`src/rtl/uart_tx_unit_pkg.sv`:
```
// Shared UART definitions: transmitter FSM states and default timing/buffer constants.
package lib_uart;

    typedef enum logic [1:0] {TX_IDLE, TX_START, TX_DATA, TX_STOP} TX_STATE;

    localparam int UART_CLKS_PER_BIT = 868;
    localparam int UART_FIFO_DEPTH   = 4;

endpackage

```
`src/rtl/uart_tx_unit_fifo.sv`:
```
// Synchronous FIFO, head word visible on dout while not empty.
// Push into a full FIFO and pop from an empty one are ignored.
module sync_fifo #(
    parameter int DEPTH = 4,
    parameter int WIDTH = 8
) (
    input  logic                     clk,
    input  logic                     rst_n,
    input  logic                     push,
    input  logic                     pop,
    input  logic [WIDTH-1:0]         din,
    output logic [WIDTH-1:0]         dout,
    output logic                     full,
    output logic                     empty,
    output logic [$clog2(DEPTH):0]   count
);
    localparam int PTR_W = $clog2(DEPTH);
    localparam int CNT_W = PTR_W + 1;

    logic [WIDTH-1:0] mem_q [DEPTH];
    logic [PTR_W-1:0] wr_ptr_q;
    logic [PTR_W-1:0] rd_ptr_q;
    logic [CNT_W-1:0] count_q;
    logic             do_push;
    logic             do_pop;

    assign full    = (count_q == CNT_W'(DEPTH));
    assign empty   = (count_q == '0);
    assign do_push = push && !full;
    assign do_pop  = pop && !empty;
    assign dout    = mem_q[rd_ptr_q];
    assign count   = count_q;

    // DEPTH is a power of two, so pointers wrap by plain overflow.
    always_ff @(posedge clk or negedge rst_n) begin
        if (!rst_n) begin
            wr_ptr_q <= '0;
            rd_ptr_q <= '0;
            count_q  <= '0;
        end else begin
            if (do_push) wr_ptr_q <= wr_ptr_q + PTR_W'(1);
            if (do_pop)  rd_ptr_q <= rd_ptr_q + PTR_W'(1);
            case ({do_push, do_pop})
                2'b10:   count_q <= count_q + CNT_W'(1);
                2'b01:   count_q <= count_q - CNT_W'(1);
                default: count_q <= count_q;
            endcase
        end
    end

    always_ff @(posedge clk) begin
        if (do_push) mem_q[wr_ptr_q] <= din;
    end

endmodule

```
`src/rtl/uart_tx_unit.sv`:
```
// UART 8N1 transmitter with a small byte FIFO fed by the execute-stage I/O write strobe.
// First start bit two cycles after w_req; frames back-to-back while data is queued.
module uart_tx_unit
    import lib_uart::*;
#(
    parameter int CLKS_PER_BIT = UART_CLKS_PER_BIT,
    parameter int FIFO_DEPTH   = UART_FIFO_DEPTH
) (
    input  logic       clk,
    input  logic       rst_n,
    input  logic       w_req,
    input  logic [7:0] w_data,
    output logic       w_busy,
    output logic       tx,
    output logic       tx_idle,
    output logic       overflow,
    input  logic       ovf_clr
);
    localparam int PTR_W = $clog2(FIFO_DEPTH);
    localparam int CNT_W = PTR_W + 1;
    localparam int TMR_W = $clog2(CLKS_PER_BIT);
    localparam logic [TMR_W-1:0] TMR_LOAD = TMR_W'(CLKS_PER_BIT - 1);

    TX_STATE          state_q;
    logic [TMR_W-1:0] timer_q;
    logic [2:0]       bit_idx_q;
    logic [7:0]       shift_q;
    logic             tx_q;
    logic             w_busy_q;
    logic             tx_idle_q;
    logic             ovf_q;

    logic             fifo_full;
    logic             fifo_empty;
    logic [7:0]       fifo_dout;
    logic [CNT_W-1:0] fifo_count;
    logic [CNT_W-1:0] count_d;
    logic             push;
    logic             pop;
    logic             frame_end;
    logic             going_idle;

    // A write into a full FIFO is dropped even if a pop frees a slot that same edge.
    assign push       = w_req && !fifo_full;
    assign frame_end  = (state_q == TX_STOP) && (timer_q == '0);
    assign pop        = (state_q == TX_IDLE || frame_end) && !fifo_empty;
    assign going_idle = (state_q == TX_IDLE || frame_end) && fifo_empty;

    always_comb begin
        count_d = fifo_count;
        if (push && !pop)      count_d = fifo_count + CNT_W'(1);
        else if (pop && !push) count_d = fifo_count - CNT_W'(1);
    end

    sync_fifo #(.DEPTH(FIFO_DEPTH), .WIDTH(8)) u_fifo (
        .clk   (clk),
        .rst_n (rst_n),
        .push  (push),
        .pop   (pop),
        .din   (w_data),
        .dout  (fifo_dout),
        .full  (fifo_full),
        .empty (fifo_empty),
        .count (fifo_count)
    );

    always_ff @(posedge clk or negedge rst_n) begin
        if (!rst_n) begin
            w_busy_q  <= 1'b0;
            tx_idle_q <= 1'b1;
            ovf_q     <= 1'b0;
        end else begin
            w_busy_q  <= (count_d == CNT_W'(FIFO_DEPTH));
            tx_idle_q <= going_idle && (count_d == '0);
            if (w_req && fifo_full) ovf_q <= 1'b1;
            else if (ovf_clr)       ovf_q <= 1'b0;
        end
    end

    always_ff @(posedge clk or negedge rst_n) begin
        if (!rst_n) begin
            state_q   <= TX_IDLE;
            timer_q   <= '0;
            bit_idx_q <= '0;
            shift_q   <= '0;
            tx_q      <= 1'b1;
        end else begin
            case (state_q)
                TX_IDLE: begin
                    tx_q <= 1'b1;
                    if (pop) begin
                        shift_q <= fifo_dout;
                        timer_q <= TMR_LOAD;
                        tx_q    <= 1'b0;
                        state_q <= TX_START;
                    end
                end
                TX_START: begin
                    if (timer_q == '0) begin
                        timer_q   <= TMR_LOAD;
                        bit_idx_q <= '0;
                        tx_q      <= shift_q[0];
                        state_q   <= TX_DATA;
                    end else begin
                        timer_q <= timer_q - TMR_W'(1);
                    end
                end
                TX_DATA: begin
                    if (timer_q == '0) begin
                        timer_q <= TMR_LOAD;
                        if (bit_idx_q == 3'd7) begin
                            tx_q    <= 1'b1;
                            state_q <= TX_STOP;
                        end else begin
                            // Drive the next bit directly so the line changes on the boundary.
                            shift_q   <= {1'b0, shift_q[7:1]};
                            tx_q      <= shift_q[1];
                            bit_idx_q <= bit_idx_q + 3'd1;
                        end
                    end else begin
                        timer_q <= timer_q - TMR_W'(1);
                    end
                end
                TX_STOP: begin
                    if (timer_q == '0) begin
                        if (pop) begin
                            shift_q <= fifo_dout;
                            timer_q <= TMR_LOAD;
                            tx_q    <= 1'b0;
                            state_q <= TX_START;
                        end else begin
                            tx_q    <= 1'b1;
                            state_q <= TX_IDLE;
                        end
                    end else begin
                        timer_q <= timer_q - TMR_W'(1);
                    end
                end
                default: state_q <= TX_IDLE;
            endcase
        end
    end

    assign tx       = tx_q;
    assign w_busy   = w_busy_q;
    assign tx_idle  = tx_idle_q;
    assign overflow = ovf_q;

endmodule

```
`config.mk`:
```
export PLATFORM = sky130hd
export DESIGN_NAME = uart_tx_unit
export DESIGN_NICKNAME = d
export VERILOG_FILES = /design/src/rtl/uart_tx_unit_pkg.sv /design/src/rtl/uart_tx_unit_fifo.sv /design/src/rtl/uart_tx_unit.sv
export SDC_FILE = /design/constraint.sdc
export NUM_CORES = 1
export LEC_CHECK = 0
export CORE_UTILIZATION = 67
export CTS_BUF_LIST = sky130_fd_sc_hd__clkbuf_4 sky130_fd_sc_hd__clkbuf_8
export CTS_CLUSTER_SIZE = 20
export DETAILED_ROUTE_END_ITERATION = 10
export PLACE_DENSITY = 0.95
export REMOVE_ABC_BUFFERS = 1
export SLEW_MARGIN = 20
export SYNTH_ARGS = -nofsm -noshare
export SYNTH_HDL_FRONTEND = slang
export SYNTH_SLANG_ARGS = --single-unit
```
`constraint.sdc`:
```
create_clock -name clk -period 5.9 [get_ports clk]
set_input_delay 1.18 -clock clk [delete_from_list [all_inputs] [get_ports clk]]
set_output_delay 1.18 -clock clk [all_outputs]
set_load 0.02 [all_outputs]
```
; ---- Word-level counts from Yosys, hierarchy flattened
; Memory sizes are Yosys's and may differ from the RTL's.
; Cells that the tools add are included.
[word_totals]
regBits = 34
mem_bits_rw = 32
input_bits = 12
out_inout_bits = 4
elab_cells = 93
memories = 1
[mem_list]
columns = name, depth, word_bits, read_ports, rd_ports_with_merged_regs, wr, line_no
row1 = u_fifo.mem_q, 4, 8, 1, 0, 1, uart_tx_unit_fifo.sv:20  ; logic [WIDTH-1:0] mem_q [DEPTH];
[classes]
add_sub_neg = 6
n_eq_ne = 14
mux = 33
reduce_logical = 28
[op_table]
columns = cell, n
row1 = 2-to-1 mux 8 bit, 4
row2 = 2-to-1 mux 10 bit, 3
row3 = one-hot mux 10 bit (3 select lines), 1
row4 = one-hot mux 8 bit (3 select lines), 1
row5 = 2-to-1 mux 3 bit, 5
row6 = one-hot mux 3 bit (2 select lines), 2
row7 = logical AND 1 bit, 10
row8 = logical NOT 10 bit, 1
row9 = 2-to-1 mux 1 bit, 10
row10 = 2-to-1 mux 2 bit, 5
row11 = "!= test 2 bit, second input constant", 5
row12 = "subtractor 10 x 1 -> 10 bit, second input constant", 1
row13 = "equality test 3 bit, second input constant", 3
row14 = one-hot mux 2 bit (4 select lines), 1
row15 = AND reduction 4 bit, 2
row16 = "adder 3 x 1 -> 3 bit, second input constant", 2
row17 = "equality test 2 bit, second input constant", 3
row18 = logical NOT 3 bit, 2
row19 = nonzero test 2 bit, 3
row20 = AND reduction 5 bit, 1
row21 = "adder 2 x 1 -> 2 bit, second input constant", 2
row22 = "equality test 2 x 1 -> 1 bit, second input constant", 2
row23 = logical NOT 1 bit, 4
row24 = one-hot mux 1 bit (4 select lines), 1
row25 = other kinds (7), 7

; ---- Logic depth before layout (Yosys ltp)
[depth]
depth_word = 9
mapped_depth = 12
depth_no_buf = 12

; ---- Hierarchy
; A second synthesis with hierarchy kept.
[unflattened]
hier_cells = 278
area_unflattened_um2 = 3439.5
[by_module_without_submodules]
columns = module, instances, cells_per_inst, area_per_inst_um2, seq_area_each_um2
row1 = uart_tx_unit, 1, 199, 1846.8, 678.2
row2 = sync_fifo, 1, 79, 1592.8, 1136.1

; ---- Worst setup path before layout
; OpenSTA, ideal clock, no wires.
[synth_path]
path_type = input to register
startpoint = in w_req
endpoint = reg tx_idle_q, in the netlist tx_idle
setup_time_ps = 90
arrival_time_ps = 2563
t_required_ps = 5810
slack_ps = 3247
stages = 8
path_buffers = 1
cell_sequence = a21boi_0 buf_4 ha_1 inv_1 nand3_1 or4_1 o311a_2 nor4_2
[synth_between]
elab_chain_cells = 7
elab_cells_between_ends = 8
classes_between = mux: 2 / reduce/logical: 6
[synth_lines]
columns = item, line_no
row1 = start: declaration, uart_tx_unit.sv:11  ; input logic w_req,
row2 = logical AND 1 bit *, uart_tx_unit.sv:44  ; assign push = w_req && !fifo_full;
row3 = logical NOT 1 bit, uart_tx_unit.sv:52  ; else if (pop && !push) count_d = fifo_count - CNT_W'(1);
row4 = logical AND 1 bit, uart_tx_unit.sv:52
row5 = 2-to-1 mux 3 bit, uart_tx_unit.sv:52
row6 = 2-to-1 mux 3 bit *, uart_tx_unit.sv:51  ; if (push && !pop) count_d = fifo_count + CNT_W'(1);
row7 = logical NOT 3 bit *, uart_tx_unit.sv:74  ; tx_idle_q <= going_idle && (count_d == '0);
row8 = logical AND 1 bit *, uart_tx_unit.sv:74
row9 = end signal: assignment, uart_tx_unit.sv:74
row10 = end: declaration, uart_tx_unit.sv:30  ; logic tx_idle_q;
; Every way passes the cells marked *; elsewhere a longest branch is shown, timed or not.
; A chain may end at the register's enable or synchronous reset.

; ---- Worst setup path in the final report
; Ends and elaborated chain as after synthesis.

==> impl_metrics.py <==
metrics = {
    "detailed_routing": {
        "ant_nets": 0,
        "dr_total_vias": 2110,
        "wl_mm": 6.42,
        "drt-initial-drc-count": 197,
        "dr.pass1.iters": 4,
        "drc": 0,
        "wl_per_cell_um": 18.6,
        "via_per_inst": 6.12,
    },
    "layout": {
        "final_cells": 345,
        "num-nets-final": 302,
        "multi_input_area_um2": 1380,
        "syn2layout_area_growth_pct": 12.0,
        "final_core_utilization": 0.781,
        "diodes": 0,
        "fillers": 273,
        "layout_common_cells": "dfrtp_1 (32), edfxtp_1 (32), nor2_1 (20), ha_1 (17), nand2_1 (16)",
        "final-seq-area_um2": 1810,
        "drive_above_1_share": 0.194,
    },
    "yosys": {
        "yosysWarnings": 0,
        "post_synth_mux_area_share": 0.108,
        "ys_ff_latch": 66,
        "synth-async-reset-ratio": 0.515,
        "syn_avg_cell_area_um2": 13.0,
        "synth_edf_count": 32,
        "ys_seq_area_frac": 0.547,
        "synth-xor-area-share": 0.0211,
        "synthCells": 255,
        "synth-compound-area-share": 0.115,
        "synth-main-ff-cell": "edfxtp_1",
        "syn_area_um2": 3310,
        "synthAdderAreaFrac": 0.0642,
        "yosys.area_share.simple": 0.109,
        "synth.distinct_cells": 50,
        "synth_top_family_by_area": "compound AO/OA/AOI/OAI gates",
    },
    "worst_setup_path": {
        "cp.required_ps": 6160,
        "crit_end": "tx_idle",
        "timing.rr.end": "tx_idle",
        "cp-start-kind": "primary input",
        "r2r_cells": 12,
        "critPathSlowestCell": "a21boi_1",
        "crit_chain": "clkdlybuf4s50_1, a21boi_1, ha_1, inv_1, o311a_2, nor4_2",
        "r2r-start": "timer_q[0]",
        "path_max_fanout": 12,
        "startpoint": "w_req",
        "r2r_slack_ps": 2830,
        "end_kind": "register",
        "cpPeakStageDelay_ps": 720,
        "crit_type": "in -> reg",
        "worstPathArrival_ps": 3370,
    },
    "power": {
        "power.density_nw_per_um2": 570,
        "cellLeakagePower_nw": 1.46,
        "ir_worst_vdd_mv": 0.377,
    },
    "cts": {
        "post_cts_buffers": 0,
        "cts.clk_slew.worst_paths_ps": 80,
        "cts_hold_buf": 0,
        "cts_tree": "built",
        "clkLatencyLatePin_ps": 340,
        "ctsHtreeMaxLevel": 3,
        "clk_root_buffer_cell": "clkbuf_8",
        "clock_sinks": 66,
        "clock_path_buffers": 2,
        "cts_made_buffers": 9,
        "ctsResizeCount": 0,
    },
    "timing": {
        "finClkSkew_ps": 10.3,
        "tns_ps": 0,
        "timing.fmax_ghz": 0.321,
        "grt_setup_unrepaired": "no",
        "worstMarginPinSlew_ps": 876,
        "hold_violations": 0,
        "min_period_over_period": 0.528,
        "drv_slew": 0,
        "setup_violations": 0,
        "min_period_ps": 3110,
        "fin_ws_ps": 2790,
        "hold_ws_ps": 507,
        "maxSlewHeadroom": 0.415,
    },
    "run_status": {
        "outcome": "finished clean",
    },
    "floorplan": {
        "dieArea_um2": 5230,
        "dieWidth_um": 72.3,
        "start_util": 0.697,
        "num_io_pins": 16,
        "rows": 25,
        "fp.dieH_um": 72.3,
        "coreArea_um2": 4750,
    },
    "placement": {
        "place_congestion": 0.849,
        "dp_slack_ps": 2470,
        "dp_hpwl_mm": 4.10,
        "place_inst": 329,
        "port-buffer-count": 15,
    },
    "grt": {
        "grt_pass1_wl_mm": 10.4,
        "grt_max_degree": 35,
        "grt_overflow": 0,
        "antenna_found_initial": 0,
        "grt_pass1_vias": 2177,
        "grt.total_usage": 0.279,
    },
    "min_path": {
        "hold_class": "reg -> reg",
    },
    "flow_run": {
        "maxCapViolCount": 0,
    },
}
critical path, delay by kind of cell:
family,cells,cell delay [ps]
compound gates,2,1080
fa+ha+maj,1,330
buf+inv,2,550
simple gates,1,230
how the worst min path moves through the flow:
stage	slack, ps	end	startpoint	depth (start not counted)
after floorplan	470	bit_idx_q[1]	bit_idx_q[1]	1
after global placement	490	shift_q[4]	shift_q[4]	1
after detailed placement	490	tx	tx	2
after CTS	510	tx	tx	2
after global routing	520	shift_q[5]	shift_q[5]	1
final	510	tx	tx	2
stage by stage:
| step | total power [W] | area, µm² |
|---|---|---|
| global route | 0.00224 | 3710 |
| CTS | 0.00212 | 3710 |
| detailed placement | 0.00168 | 3500 |
| floorplan | 0.00146 | 3250 |
| global placement | 0.00162 | 3500 |
| finish | 0.00212 | 3710 |
kinds of logic (layout without fill, tap and decap cells):
family,Yosys count,in the layout
DFF,66,66
xor gates and xnor gates,8,8
adders and majority gates,17,17
AOI/OAI and AO/OA,50,50
buffers and inverters,24,47
and+or+nand+nor,66,66
muxes,24,24
registers in the layout, indices dropped and copies added (netlist names):
| signal | count |
|---|---|
| w_busy | 1 |
| tx_idle | 1 |
| u_fifo.wr_ptr_q | 2 |
| u_fifo.mem_q | 32 |
| u_fifo.rd_ptr_q | 2 |
| state_q | 2 |
| tx | 1 |
| overflow | 1 |
| shift_q | 8 |
| u_fifo.count | 3 |
| bit_idx_q | 3 |
| timer_q | 10 |
power by group:
group	internal (W)	switching, W	total, W
logic	0.000424	0.000506	0.000930
clock network	0.000237	0.000175	0.000412
registers	0.000639	0.000134	0.000774
metal layers:
layer | share of wire | up-vias | track usage
met5 | 0 | - | 0
li1 | - | 974 | -
met3 | 0.080 | 12 | 0.0792
met2 | 0.52 | 84 | 0.458
met1 | 0.39 | 1040 | 0.351
met4 | 0.015 | 0 | 0.115
cell usage after synthesis, types with 2 or more instances:
master / count / area (µm²)
dfrtp_1: 32 / 801
edfxtp_1: 32 / 961
nor2_1: 20 / 75.1
ha_1: 17 / 213
nand2_1: 16 / 60.1
inv_1: 15 / 56.3
mux2_2: 15 / 169
o21ai_0: 13 / 65.1
a21oi_1: 11 / 55.1
mux4_2: 8 / 180
and2_1: 5 / 31.3
nand3_1: 5 / 25.0
o31ai_1: 5 / 37.5
xnor2_1: 5 / 43.8
a31oi_1: 4 / 25.0
clkbuf_1: 4 / 15.0
nor3_1: 3 / 15.0
xor2_1: 3 / 26.3
a22o_1: 2 / 17.5
and3_1: 2 / 12.5
buf_4: 2 / 15.0
dfstp_2: 2 / 52.6
nand2b_1: 2 / 12.5
nor3_4: 2 / 32.5
o22a_1: 2 / 17.5
o22ai_1: 2 / 12.5
o2bb2a_1: 2 / 20.0
or4_1: 2 / 15.0
layout make-up:
class                   count  share of cell area
clock buffers               9              0.0334
clock inverters             7              0.0253
inverters                  15              0.0152
multi-input cells         165               0.373
flip-flops and latches     66               0.489
well taps                  67              0.0226
repair buffers             16              0.0425
No activity file was read; power rests on OpenSTA's default activity.
